==> config.mk <==
export PLATFORM = sky130hd
export DESIGN_NAME = control_sequencer
export DESIGN_NICKNAME = d
export VERILOG_FILES = /design/src/rtl/control_sequencer.sv
export SDC_FILE = /design/constraint.sdc
export NUM_CORES = 1
export LEC_CHECK = 0
export ABC_AREA = 1
export BUFFER_PORTS_ARGS = -buffer_cell sky130_fd_sc_hd__buf_2
export CORE_UTILIZATION = 36
export CTS_BUF_LIST = sky130_fd_sc_hd__clkbuf_16
export CTS_CLUSTER_SIZE = 24
export DETAILED_ROUTE_END_ITERATION = 12
export GPL_TIMING_DRIVEN = 0
export PLACE_DENSITY = 0.91
export SYNTH_ARGS = -nofsm -noshare
export SYNTH_HDL_FRONTEND = slang
export SYNTH_SLANG_ARGS = --single-unit
==> constraint.sdc <==
create_clock -name clock -period 1.5 [get_ports clock]
set_input_delay 0.075 -clock clock [delete_from_list [all_inputs] [get_ports clock]]
set_output_delay 0.075 -clock clock [all_outputs]
set_load 0.02 [all_outputs]
==> src/rtl/control_sequencer.sv <==
// control_sequencer: hard-wired T-state control unit driving the DataPath strobes.
// Defining CTRL_SINGLE_STEP_EN adds a step input and a PAUSE state after each instruction.
module control_sequencer #(
   parameter int NUM_REGS = 16,
   parameter int IR_W     = 32
) (
   input  logic                clock,
   input  logic                clear,
   input  logic                start,
   input  logic [IR_W-1:0]     ir,
   input  logic                mem_ready,
   output logic                PCout,
   output logic                MARin,
   output logic                IncPC,
   output logic                Zlowin,
   output logic                Zlowout,
   output logic                PCin,
   output logic                Read,
   output logic                MDRin,
   output logic                MDRout,
   output logic                IRin,
   output logic                Yin,
   output logic [NUM_REGS-1:0] r_in,
   output logic [NUM_REGS-1:0] r_out,
   output logic [4:0]          alu_op,
   output logic                run,
   output logic                halted,
   output logic                illegal
`ifdef CTRL_SINGLE_STEP_EN
   ,
   input  logic                step
`endif
);

   localparam logic [3:0] ST_IDLE   = 4'd0;
   localparam logic [3:0] ST_T0     = 4'd1;
   localparam logic [3:0] ST_T1     = 4'd2;
   localparam logic [3:0] ST_T2     = 4'd3;
   localparam logic [3:0] ST_T3     = 4'd4;
   localparam logic [3:0] ST_T4     = 4'd5;
   localparam logic [3:0] ST_T5     = 4'd6;
   localparam logic [3:0] ST_HALTED = 4'd7;
`ifdef CTRL_SINGLE_STEP_EN
   localparam logic [3:0] ST_PAUSE  = 4'd8;
   localparam logic [3:0] ST_DONE   = ST_PAUSE;
`else
   localparam logic [3:0] ST_DONE   = ST_T0;
`endif

   localparam logic [4:0] OP_NEG  = 5'h10;
   localparam logic [4:0] OP_NOT  = 5'h11;
   localparam logic [4:0] OP_NOP  = 5'h1A;
   localparam logic [4:0] OP_HALT = 5'h1B;

   logic [3:0] state_r;
   logic [3:0] state_nxt_s;
   logic       illegal_r;
   logic       illegal_nxt_s;
   logic [4:0] opcode_s;
   logic [3:0] ra_s;
   logic [3:0] rb_s;
   logic [3:0] rc_s;
   logic       is_3reg_s;
   logic       is_2reg_s;
   logic       unused_s;

   assign opcode_s  = ir[31:27];
   assign ra_s      = ir[26:23];
   assign rb_s      = ir[22:19];
   assign rc_s      = ir[18:15];
   assign is_3reg_s = (opcode_s[4:3] == 2'b00);
   assign is_2reg_s = (opcode_s == OP_NEG) || (opcode_s == OP_NOT);
   assign unused_s  = ^ir[14:0];

   // Register indices outside NUM_REGS select nothing, keeping r_in/r_out one-hot-or-zero.
   function automatic logic [NUM_REGS-1:0] reg_sel_f(input logic [3:0] idx);
      logic [NUM_REGS-1:0] sel;
      sel = {NUM_REGS{1'b0}};
      for (int i = 0; i < NUM_REGS; i++) begin
         sel[i] = (int'(idx) == i);
      end
      return sel;
   endfunction

   // Next-state and illegal-flag decode.
   always_comb begin
      state_nxt_s   = state_r;
      illegal_nxt_s = illegal_r;
      case (state_r)
         ST_IDLE, ST_HALTED: begin
            if (start) begin
               state_nxt_s   = ST_T0;
               illegal_nxt_s = 1'b0;
            end else begin
               state_nxt_s   = state_r;
               illegal_nxt_s = illegal_r;
            end
         end
         ST_T0: state_nxt_s = ST_T1;
         ST_T1: begin
            if (mem_ready) begin
               state_nxt_s = ST_T2;
            end else begin
               state_nxt_s = ST_T1;
            end
         end
         ST_T2: begin
            if (is_3reg_s || is_2reg_s) begin
               state_nxt_s = ST_T3;
            end else if (opcode_s == OP_NOP) begin
               state_nxt_s = ST_DONE;
            end else if (opcode_s == OP_HALT) begin
               state_nxt_s = ST_HALTED;
            end else begin
               state_nxt_s   = ST_HALTED;
               illegal_nxt_s = 1'b1;
            end
         end
         // An IR that changes class mid-execute is treated as illegal rather than guessed at.
         ST_T3: begin
            if (is_3reg_s || is_2reg_s) begin
               state_nxt_s = ST_T4;
            end else begin
               state_nxt_s   = ST_HALTED;
               illegal_nxt_s = 1'b1;
            end
         end
         ST_T4: begin
            if (is_3reg_s) begin
               state_nxt_s = ST_T5;
            end else if (is_2reg_s) begin
               state_nxt_s = ST_DONE;
            end else begin
               state_nxt_s   = ST_HALTED;
               illegal_nxt_s = 1'b1;
            end
         end
         ST_T5: begin
            if (is_3reg_s) begin
               state_nxt_s = ST_DONE;
            end else begin
               state_nxt_s   = ST_HALTED;
               illegal_nxt_s = 1'b1;
            end
         end
`ifdef CTRL_SINGLE_STEP_EN
         ST_PAUSE: begin
            if (step) begin
               state_nxt_s = ST_T0;
            end else begin
               state_nxt_s = ST_PAUSE;
            end
         end
`endif
         default: begin
            state_nxt_s   = ST_IDLE;
            illegal_nxt_s = 1'b0;
         end
      endcase
   end

   // State and illegal-flag registers; clear aborts immediately.
   always_ff @(posedge clock or negedge clear) begin
      if (!clear) begin
         state_r   <= ST_IDLE;
         illegal_r <= 1'b0;
      end else begin
         state_r   <= state_nxt_s;
         illegal_r <= illegal_nxt_s;
      end
   end

   // Strobe decode from present state and IR; alu_op stays 0 unless Zlowin carries a real op.
   always_comb begin
      PCout   = 1'b0;
      MARin   = 1'b0;
      IncPC   = 1'b0;
      Zlowin  = 1'b0;
      Zlowout = 1'b0;
      PCin    = 1'b0;
      Read    = 1'b0;
      MDRin   = 1'b0;
      MDRout  = 1'b0;
      IRin    = 1'b0;
      Yin     = 1'b0;
      r_in    = {NUM_REGS{1'b0}};
      r_out   = {NUM_REGS{1'b0}};
      alu_op  = 5'd0;
      run     = 1'b0;
      halted  = 1'b0;
      illegal = 1'b0;
      case (state_r)
         ST_T0: begin
            run    = 1'b1;
            PCout  = 1'b1;
            MARin  = 1'b1;
            IncPC  = 1'b1;
            Zlowin = 1'b1;
         end
         ST_T1: begin
            run     = 1'b1;
            Zlowout = 1'b1;
            PCin    = 1'b1;
            Read    = 1'b1;
            MDRin   = 1'b1;
         end
         ST_T2: begin
            run    = 1'b1;
            MDRout = 1'b1;
            IRin   = 1'b1;
         end
         ST_T3: begin
            run = 1'b1;
            if (is_3reg_s) begin
               r_out = reg_sel_f(rb_s);
               Yin   = 1'b1;
            end else if (is_2reg_s) begin
               r_out  = reg_sel_f(rb_s);
               Zlowin = 1'b1;
               alu_op = opcode_s;
            end else begin
               r_out = {NUM_REGS{1'b0}};
            end
         end
         ST_T4: begin
            run = 1'b1;
            if (is_3reg_s) begin
               r_out  = reg_sel_f(rc_s);
               Zlowin = 1'b1;
               alu_op = opcode_s;
            end else if (is_2reg_s) begin
               Zlowout = 1'b1;
               r_in    = reg_sel_f(ra_s);
            end else begin
               r_out = {NUM_REGS{1'b0}};
            end
         end
         ST_T5: begin
            run = 1'b1;
            if (is_3reg_s) begin
               Zlowout = 1'b1;
               r_in    = reg_sel_f(ra_s);
            end else begin
               r_in = {NUM_REGS{1'b0}};
            end
         end
         ST_HALTED: begin
            halted  = 1'b1;
            illegal = illegal_r;
         end
         default: begin
            run = 1'b0;
         end
      endcase
   end

endmodule
Word level (Yosys, flattened, before mapping)
Cells that the tools add are included.
{"block": "word_totals", "register_bits": 5}
{"block": "classes", "n_eq_ne": 64, "muxes": 42, "n_bitwise": 1, "n_reduce_logical": 11}
{"cell": "equality test 4 bit (second input constant)", "n": 24}
{"cell": "two-way mux 16 bit", "n": 6}
{"cell": "equality test 4 x 3 -> 1 bit (second input constant)", "n": 16}
{"cell": "case mux 16 bit (2 select lines)", "n": 2}
{"cell": "equality test 4 x 2 -> 1 bit (second input constant)", "n": 8}
{"cell": "case mux 4 bit (7 select lines)", "n": 1}
{"cell": "equality test 5 bit (second input constant)", "n": 4}
{"cell": "two-way mux 1 bit", "n": 19}
{"cell": "equality test 4 x 1 -> 1 bit (second input constant)", "n": 4}
{"cell": "zero test 4 bit", "n": 4}
{"cell": "inequality test 2 bit (second input constant)", "n": 8}
{"cell": "two-way mux 3 bit", "n": 5}
{"cell": "two-way mux 5 bit", "n": 3}
{"cell": "case mux 5 bit (2 select lines)", "n": 1}
{"cell": "AND reduction 9 bit", "n": 1}
{"cell": "case mux 1 bit (3 select lines)", "n": 2}
{"cell": "case mux 1 bit (6 select lines)", "n": 1}
{"cell": "OR reduction 6 bit", "n": 1}
{"cell": "two-way mux 4 bit", "n": 1}
{"cell": "OR reduction 2 bit", "n": 2}
{"cell": "zero test 2 bit", "n": 1}
{"cell": "logical OR 1 bit", "n": 2}
{"cell": "two-way mux 2 bit", "n": 1}
{"cell": "NOT 1 bit", "n": 1}

Depth between registers and ports, before layout
Gate-level depths: netlist of the first run.
{"block": "depth", "ltp_word": 5, "mapped_depth": 9}

Worst setup path after synthesis of the first run
No wires, ideal clock.
{"block": "synth_path", "kind": "register to output", "startpoint": "register state_r[0]", "endpoint": "output port r_in[15]", "t_arrival_ps": 1474, "required_time_ps": 1425, "path_slack_ps": -49, "path_stages_with_launch": 6, "n_path_buf": 0, "cell_sequence": "dfrtp_1 > inv_1 > nand3_1 > o21ai_2 > inv_1 > a211oi_1"}
{"block": "synth_via", "elab_chain_cells": 2, "word_cells_on_any_way": 3, "classes_between": "2 x eq/ne; 1 x mux"}
{"element": "start: declaration", "line_no": "55", "source": "logic [3:0] state_r;"}
{"element": "start signal: assignment", "line_no": "168", "source": "state_r <= state_nxt_s;"}
{"element": "equality test 4 x 3 -> 1 bit", "line_no": "192", "source": "case (state_r)"}
{"element": "case mux 16 bit (2 select lines) (*)", "line_no": "192"}
{"element": "end: declaration", "line_no": "23", "source": "output logic [NUM_REGS-1:0] r_in,"}
Every way passes the cells marked *; elsewhere a longest branch is shown, timed or not.

Worst setup path in the final report of the first run
{"block": "layout_path", "startpoint": "register state_r[0]", "endpoint": "output port r_in[9]"}
Same word-level chain as after synthesis.

==> results of run 1 <==
## area by class of cell
cell class              count  area (µm²)  share of cell area
multi-input cells         131         781               0.449
repair buffers             80         547               0.314
inverters                  38         143              0.0820
flip-flops and latches      4         103              0.0590
clock buffers               3        75.1              0.0432
plain buffers               7        56.3              0.0324
well taps                  28        35.0              0.0201
## flip-flops by register name, summed over array words and instances, names as in the netlist
register	cells
state_r	3
illegal_r	1
## what timing repair did
action                                  in CTS  in global routing
pin swaps                                    5                  4
hold buffers                                 1                  0
resized for setup                           60                 31
buffers inserted                             6                  2
endpoints found under the hold margin        4                  0
endpoints found under the setup margin      37                 42
cloned                                       1                  0
## Yosys cell counts
master and instances:
o22ai_1 8, dfrtp_1 4, conb_1 1, inv_2 1, nand2_1 34, nand2_2 2
nor2_1 39, o21ai_2 1, a211oi_1 1, a22oi_1 1, nand3_1 26, nor2_2 2
o21ai_0 9, buf_6 1, a21oi_1 2, buf_4 6, inv_1 37, nand3_4 1
nand3b_1 1, nand4_1 3
## power breakdown
| part | switching, µW | internal, µW | leakage, µW |
|---|---|---|---|
| clock | 78.7 | 341 | 0.0000370 |
| combinational | 884 | 561 | 0.000882 |
| sequential | 87.1 | 178 | 0.0000452 |
## critical path, delay by kind of cell, from the launching register on
kind / cells / cell delay [ps]
compound gates: 1 / 290
flops: 1 / 450
simple gates: 3 / 390
buf+inv: 2 / 280
## final timing paths
| path | startpoint | endpoint | slack (ps) | cells past startpoint |
|---|---|---|---|---|
| min | start | state_r[0] | 180 | 4 |
| max | state_r[0] | r_in[9] | -220 | 6 |
| min in group asynchronous | clear | state_r[1] | 190 | 2 |
| max in group asynchronous | clear | state_r[0] | 1180 | 2 |
| max reg2reg | state_r[0] | illegal_r | 60 | 7 |
| min reg2reg | illegal_r | illegal_r | 470 | 2 |
## layer usage
| metal | global-route usage | routed length [µm] | vias up |
|---|---|---|---|
| met5 | 0 | 0 | - |
| met4 | 0.110 | 91 | 0 |
| met3 | 0.0409 | 275 | 10 |
| met2 | 0.436 | 1780 | 76 |
| met1 | 0.305 | 1390 | 651 |
| li1 | - | - | 733 |
## cell families (layout without fill, tap and decap cells)
| kind of cell | count (synthesis) | count (layout) | share of synthesized area |
|---|---|---|---|
| buffers and inverters | 45 | 128 | 0.220 |
| AOI/OAI and AO/OA | 22 | 22 | 0.142 |
| other | 1 | 1 | 0.00415 |
| DFF | 4 | 4 | 0.111 |
| and+or+nand+nor | 108 | 108 | 0.523 |
## stage by stage
| stage | hold slack [ps] | std cells | total power [µW] | worst slack (ps) | cell area [µm²] |
|---|---|---|---|---|---|
| 2_1_floorplan | -221 | 180 | 1090 | -34.5 | 910 |
| 3_3_place_gp | -122 | 278 | 1390 | -70.6 | 1290 |
| 3_5_place_dp | -120 | 278 | 1410 | -95.6 | 1290 |
| 4_1_cts | 172 | 289 | 2000 | -141 | 1610 |
| 5_1_grt | 199 | 291 | 2270 | -277 | 1740 |
| 6_report | 177 | 291 | 2130 | -216 | 1740 |
==> impl_metrics.tcl, run 1 <==
set metrics [dict create \
    grt_pass1_wl_um 5220 \
    relSlewSlack 0.656 \
    netlist.area_leader.share 0.162 \
    core_area_mm2 0.00230 \
    violations "negative setup slack" \
    worst_pin_slew_ps 515 \
    netlist_top_cells_area "nor2_1 16%, inv_1 15%, nand3_1 14%" \
    cts_tree "yes" \
    synth_seq_cells 4 \
    htree_levels 1 \
    gp_congestion 0.893 \
    power.leakage_uw 0.000964 \
    path_class "flip-flop to output port" \
    io_buffers 70 \
    syn-num-nets 216 \
    fin_ws_ps -216 \
    wl_um 3540 \
    vias_per_cell 5.05 \
    drc 0 \
    postRouteAntennaNets 0 \
    cts_sinks 4 \
    clkLatencyLatePin_ps 230 \
    synth_largest_area_cell "nor2_1" \
    cts_root_buf "clkbuf_16" \
    nets 301 \
    crit_path_start_kind "flip-flop" \
    ioPinCount 87 \
    crit_top_cell "nand3_2" \
    layout-drive-gt1-share 0.490 \
    ys_types 20 \
    hold_viol 0 \
    grt.total_usage 0.253 \
    finalCritPeriodShare 1.14 \
    fin_util 0.757 \
    first_iter_violations 36 \
    routed-via-count 1470 \
    endpoint_kind "output port" \
    finClkSkew_ps 3.09 \
    clockBufferDepth 2 \
    syn-cell-area_um2 905 \
    min_period_ps 1720 \
    cts_made_buffers 3 \
    final_common_cell "buf_4" \
    path_max_fanout 6 \
    fin_tns_setup_ps -5230 \
    grt_overflow 0 \
    fill_cells 172 \
    yosysSeqAreaShare 0.111 \
    wl_per_cell_um 12.2 \
    grt_pass1_vias 1231 \
    irDropWorstVdd_v 0.00179 \
    diodes 0 \
    pwr_density_cell_mw_per_mm2 1220 \
    fmax_mhz 583 \
    critPathRequiredTime_ps 1420 \
    crit_chain "inv_2, nand3_2, o21ai_4, nand3_2, nor2_1, buf_2" \
    ys_warn_count 0 \
    rows 17 \
    mostFrequentLayoutCells "40 x buf_4, 38 x nor2_1, 36 x buf_2, 35 x inv_1, 30 x nand2_1" \
    setup_viol 38 \
    antenna_found_initial 0 \
    die_area_mm2 0.00272 \
    cp.arrival_ps 1640 \
    fp.dieH_um 52.1 \
    syn_avg_cell_area_um2 5.03 \
    start_util 0.394 \
    min_path_type "input pin to flip-flop" \
    grt_max_degree 8 \
    dieWidth_um 52.1 \
    drv_cap 0 \
    area_growth_syn_to_layout_pct 92.3 \
    cpPeakStageDelay_ps 450 \
    syn_inst 180 \
    first_pass_iters 4 \
    status "finished with violations" \
    hpwlAfterDp_um 2200 \
    slew_viol_final 0 \
    slowest_stage "dfrtp_2" \
    clk_pin_slew_ps 30 \
    rsz0062_at_grt "yes" \
]
Note: power is estimated with default switching activity, not from simulation.
==> run 2, diff against run 1 <==
CTS_BUF_LIST = not set   (was sky130_fd_sc_hd__clkbuf_16)
==> impl_metrics.tcl, run 2 (same netlist as run 1, synthesis figures left out) <==
set metrics [dict create \
    status "finished with violations" \
    violations "negative setup slack" \
    clkLatencyLatePin_ps 240 \
    cts_tree "yes" \
    postRouteAntennaNets 0 \
    critPathRequiredTime_ps 1420 \
    cts_root_buf "clkbuf_4" \
    core_area_mm2 0.00230 \
    fp.dieH_um 52.1 \
    switching_share 0.543 \
    worst_pin_slew_ps 514 \
    seqPwrFrac 0.146 \
    relSlewSlack 0.656 \
    rsz0062_at_grt "yes" \
    mostFrequentLayoutCells "43 x buf_4, 35 x nor2_1, 33 x inv_1, 32 x buf_2, 29 x nand2_1" \
    clockBufferDepth 2 \
    rows 17 \
    antenna_found_initial 0 \
    wl_um 3540 \
    clk_pin_slew_ps 40 \
    diodes 0 \
    nets 303 \
    area_growth_syn_to_layout_pct 90.5 \
    cp.arrival_ps 1630 \
    combinationalPowerShare 0.781 \
    grt_overflow 0 \
    routed-via-count 1483 \
    slew_viol_final 0 \
    grt_max_degree 8 \
    pwr_density_cell_mw_per_mm2 1110 \
    first_pass_iters 4 \
    gp_congestion 0.893 \
    power_frac_clock 0.074 \
    power.leakage_uw 0.000950 \
    io_buffers 70 \
    vias_per_cell 5.06 \
    ioPinCount 87 \
    power.total_uw 1910 \
    grt.total_usage 0.241 \
    reg_top3 "state_r: 3 flops, illegal_r: 1 flops" \
    fmax_mhz 585 \
    hold_viol 0 \
    dieWidth_um 52.1 \
    drv_cap 0 \
    finalCritPeriodShare 1.14 \
    grt_pass1_vias 1179 \
    largest_reg_flops 3 \
    min_path_type "input pin to flip-flop" \
    wl_per_cell_um 12.1 \
    place_worst_setup_slack_ps -95.6 \
    finClkSkew_ps 3.38 \
    fin_ws_ps -210 \
    setup_viol 40 \
    final_common_cell "buf_4" \
    hpwlAfterDp_um 2200 \
    path_class "flip-flop to output port" \
    drc 0 \
    cts_made_buffers 3 \
    switchingPower_uw 1040 \
    min_period_ps 1710 \
    layout-drive-gt1-share 0.506 \
    path_max_fanout 5 \
    endpoint_kind "output port" \
    grt_pass1_wl_um 5000 \
    regMostFlops "state_r" \
    die_area_mm2 0.00272 \
    cts_sinks 4 \
    first_iter_violations 41 \
    htree_levels 1 \
    start_util 0.394 \
    intPower_uw 875 \
    irDropWorstVdd_v 0.00146 \
    crit_path_start_kind "flip-flop" \
]
==> run 2: cell types whose count changed in the layout (fill, tap and decap cells not counted), sizes merged <==
| cell | previous run | this run |
|---|---|---|
| buf | 86 | 88 |
==> run 2: repair_timing <==
item | 4_1_cts | 5_1_grt
endpoints found under the hold margin | 4 | 0
hold buffers | 1 | 0
pin swaps | 4 | 7
buffers inserted | 5 | 5
setup endpoints to repair | 37 | 42
resized for setup | 60 | 42
gates cloned | 1 | 0
==> run 2: per-layer routing <==
metal  vias to the layer above  global-route usage  wire length (µm)
li1                        738                   -                 -
met1                       662               0.312              1480
met2                        75               0.412              1740
met3                         8              0.0146               250
met4                         0              0.0921                69
met5                         -                   0                 0
==> run 2: worst paths after layout <==
kind	startpoint	end	slack [ps]	depth (start not counted)
max	state_r[1]	r_out[15]	-210	9
min	start	state_r[0]	150	4
max reg2reg	state_r[0]	illegal_r	-30	10
min reg2reg	illegal_r	illegal_r	490	2
max in group asynchronous	clear	state_r[0]	1200	2
min in group asynchronous	clear	state_r[1]	170	2
==> run 2: area by class of cell <==
type | count | area, µm²
clock buffer | 3 | 22.5
fill | 186 | 574
sequential | 4 | 103
timing repair buffer | 82 | 583
tap | 28 | 35.0
inverter | 38 | 145
multi-input combinational | 131 | 778
buffer | 7 | 56.3
==> run 2: power by group through the flow <==
stage / Sequential, µW / Combinational (µW) / Clock (µW)
global route: 286 / 1620 / 150
global placement: 242 / 1150 / 0
finish: 279 / 1490 / 141
CTS: 255 / 1300 / 146
detailed placement: 244 / 1160 / 0
floorplan: 230 / 861 / 0
==> run 2: per-stage QoR <==
stage	hold slack, ps	TNS, ps	instance area [µm²]	utilization	instances
finish	152	-5210	1720	0.750	293
global route	186	-7730	1720	0.750	293
CTS	148	-4600	1550	0.676	288
detailed placement	-120	-1220	1290	0.564	278
global placement	-122	-580	1290	0.564	278
floorplan	-221	-92.2	910	-	180
==> run 2: worst max-delay path: stages (launching register included) <==
cell and delay (ps):
dfrtp_1 390, inv_2 110, nand2_2 70, nor2_4 130
nand2_2 90, nand2_4 110, buf_6 130, nand3_4 80
o22ai_2 140, buf_6 140
==> run 3, diff against run 2 <==
GPL_TIMING_DRIVEN = not set   (was 0)
==> impl_metrics.tcl, run 3 (same netlist as run 1, synthesis figures left out) <==
set metrics [dict create \
    use_met1 0.279 \
    grt_pass1_wl_um 5070 \
    grt_busiest_layer "met2" \
    path_class "flip-flop to output port" \
    cp.buffers_inverters 2 \
    hold_viol 0 \
    violations "negative setup slack" \
    rsz0062_at_grt "yes" \
    clockBufferDepth 2 \
    power.leakage_uw 0.000983 \
    grtUsageMet2 0.449 \
    diodes 0 \
    largest_reg_flops 3 \
    min_period_ps 1790 \
    finalCritPeriodShare 1.19 \
    core_area_mm2 0.00230 \
    area_growth_syn_to_layout_pct 109 \
    fin_tns_setup_ps -4810 \
    power.total_uw 1990 \
    regMostFlops "state_r" \
    crit_path_start_kind "flip-flop" \
    reg_top3 "state_r: 3 flops, illegal_r: 1 flops" \
    die_area_mm2 0.00272 \
    wl_um 4120 \
    crit_top_cell "nand2_2" \
    finClkSkew_ps 5.54 \
    cts_made_buffers 3 \
    first_iter_violations 56 \
    ff2ff_setup_slack_ps 40 \
    gp_congestion 0.923 \
    use_met3 0.0263 \
    ioPinCount 87 \
    path_max_fanout 4 \
    irDropWorstVdd_v 0.00135 \
    fmax_mhz 558 \
    fp.dieH_um 52.1 \
    antenna_found_initial 0 \
    dieWidth_um 52.1 \
    critPathRequiredTime_ps 1420 \
    pwr_density_cell_mw_per_mm2 1060 \
    wl_per_cell_um 14.1 \
    slew_viol_final 0 \
    drv_cap 0 \
    layout-drive-gt1-share 0.566 \
    nets 303 \
    grt_overflow 0 \
    mostFrequentLayoutCells "32 x buf_4, 31 x inv_1, 30 x nand2_1, 29 x nor2_1, 29 x buf_2" \
    grt_pass1_vias 1269 \
    status "finished with violations" \
    cpPeakStageDelay_ps 380 \
    htree_levels 1 \
    fill_cells 137 \
    grt_max_degree 10 \
    clk_pin_slew_ps 40 \
    postRouteAntennaNets 0 \
    cp.arrival_ps 1720 \
    start_util 0.394 \
    crit_chain "inv_2, nand2_2, nor2_4, nand2_2, nand2_4, nand3_2, o22ai_1, buf_4" \
    endpoint_kind "output port" \
    cp_top_family "simple AND/OR/NAND/NOR gates" \
    setup_viol 36 \
    hpwlAfterDp_um 2270 \
    clkLatencyLatePin_ps 240 \
    vias_per_cell 5.19 \
    grt.total_usage 0.245 \
    rows 17 \
    final_common_cell "buf_4" \
    drc 0 \
    fin_ws_ps -291 \
    first_pass_iters 4 \
    cts_root_buf "clkbuf_4" \
    routed-via-count 1521 \
    io_buffers 70 \
    min_path_type "input pin to flip-flop" \
    cts_sinks 4 \
    slowest_stage "dfrtp_1" \
    cts_tree "yes" \
]
-- run 3: cell counts in the layout (fill, tap and decap cells not counted) --
No cell type changed its count.
-- run 3: cell type report --
| type | count | area, µm² | area share |
|---|---|---|---|
| clock buffer | 3 | 22.5 | 0.0119 |
| timing repair buffer | 89 | 708 | 0.375 |
| tap | 28 | 35.0 | 0.0186 |
| sequential | 4 | 103 | 0.0544 |
| inverter | 38 | 143 | 0.0756 |
| multi-input combinational | 131 | 876 | 0.464 |
-- run 3: power breakdown --
part / leakage, µW / switching, µW / internal [µW] / total, µW
registers: 0.0000452 / 85.3 / 177 / 263
logic: 0.000924 / 943 / 651 / 1590
clock network: 0.0000138 / 47.5 / 89.7 / 137
-- run 3: routing by layer --
metal / routed length, µm / vias to the layer above
met4: 144 / 0
met1: 1660 / 684
met3: 246 / 16
met2: 2070 / 81
met5: 0 / -
li1: - / 740
-- run 3: worst paths after layout --
path                            startpoint    endpoint  depth (start not counted)
worst max-delay path            state_r[1]    r_out[5]                          8
worst min-delay path                 start  state_r[0]                          4
worst max register to register  state_r[0]   illegal_r                         10
worst min register to register   illegal_r   illegal_r                          2
max in group asynchronous            clear  state_r[0]                          2
min in group asynchronous            clear  state_r[1]                          2
-- run 3: worst register-to-register path, stage by stage (launching register included) --
cell	delay [ps]
dfrtp_2	460
inv_2	70
buf_4	140
nand3_1	110
nand2_1	110
nor2_1	110
nand2_1	50
nor2_1	120
nand2_1	70
nand2_1	60
nand2_1	50
-- run 3: repair_timing --
action / in CTS / in global routing
resized for setup: 61 / 82
cloned: 0 / 1
buffers inserted: 5 / 3
pin swaps: 7 / 7
endpoints found under the setup margin: 37 / 44
hold endpoints to repair: 4 / 0
hold buffers: 1 / 0
-- run 3: metrics by stage --
stage                     utilization  std cells  setup slack, ps  area (µm²)  hold WS (ps)
final                           0.821        293             -291        1890           159
after CTS                       0.680        291             -147        1560           156
after floorplan                     -        180            -34.5         910          -221
after global placement          0.575        282             28.7        1320          -122
after global routing            0.821        293             -364        1890           175
after detailed placement        0.575        282            0.433        1320          -120
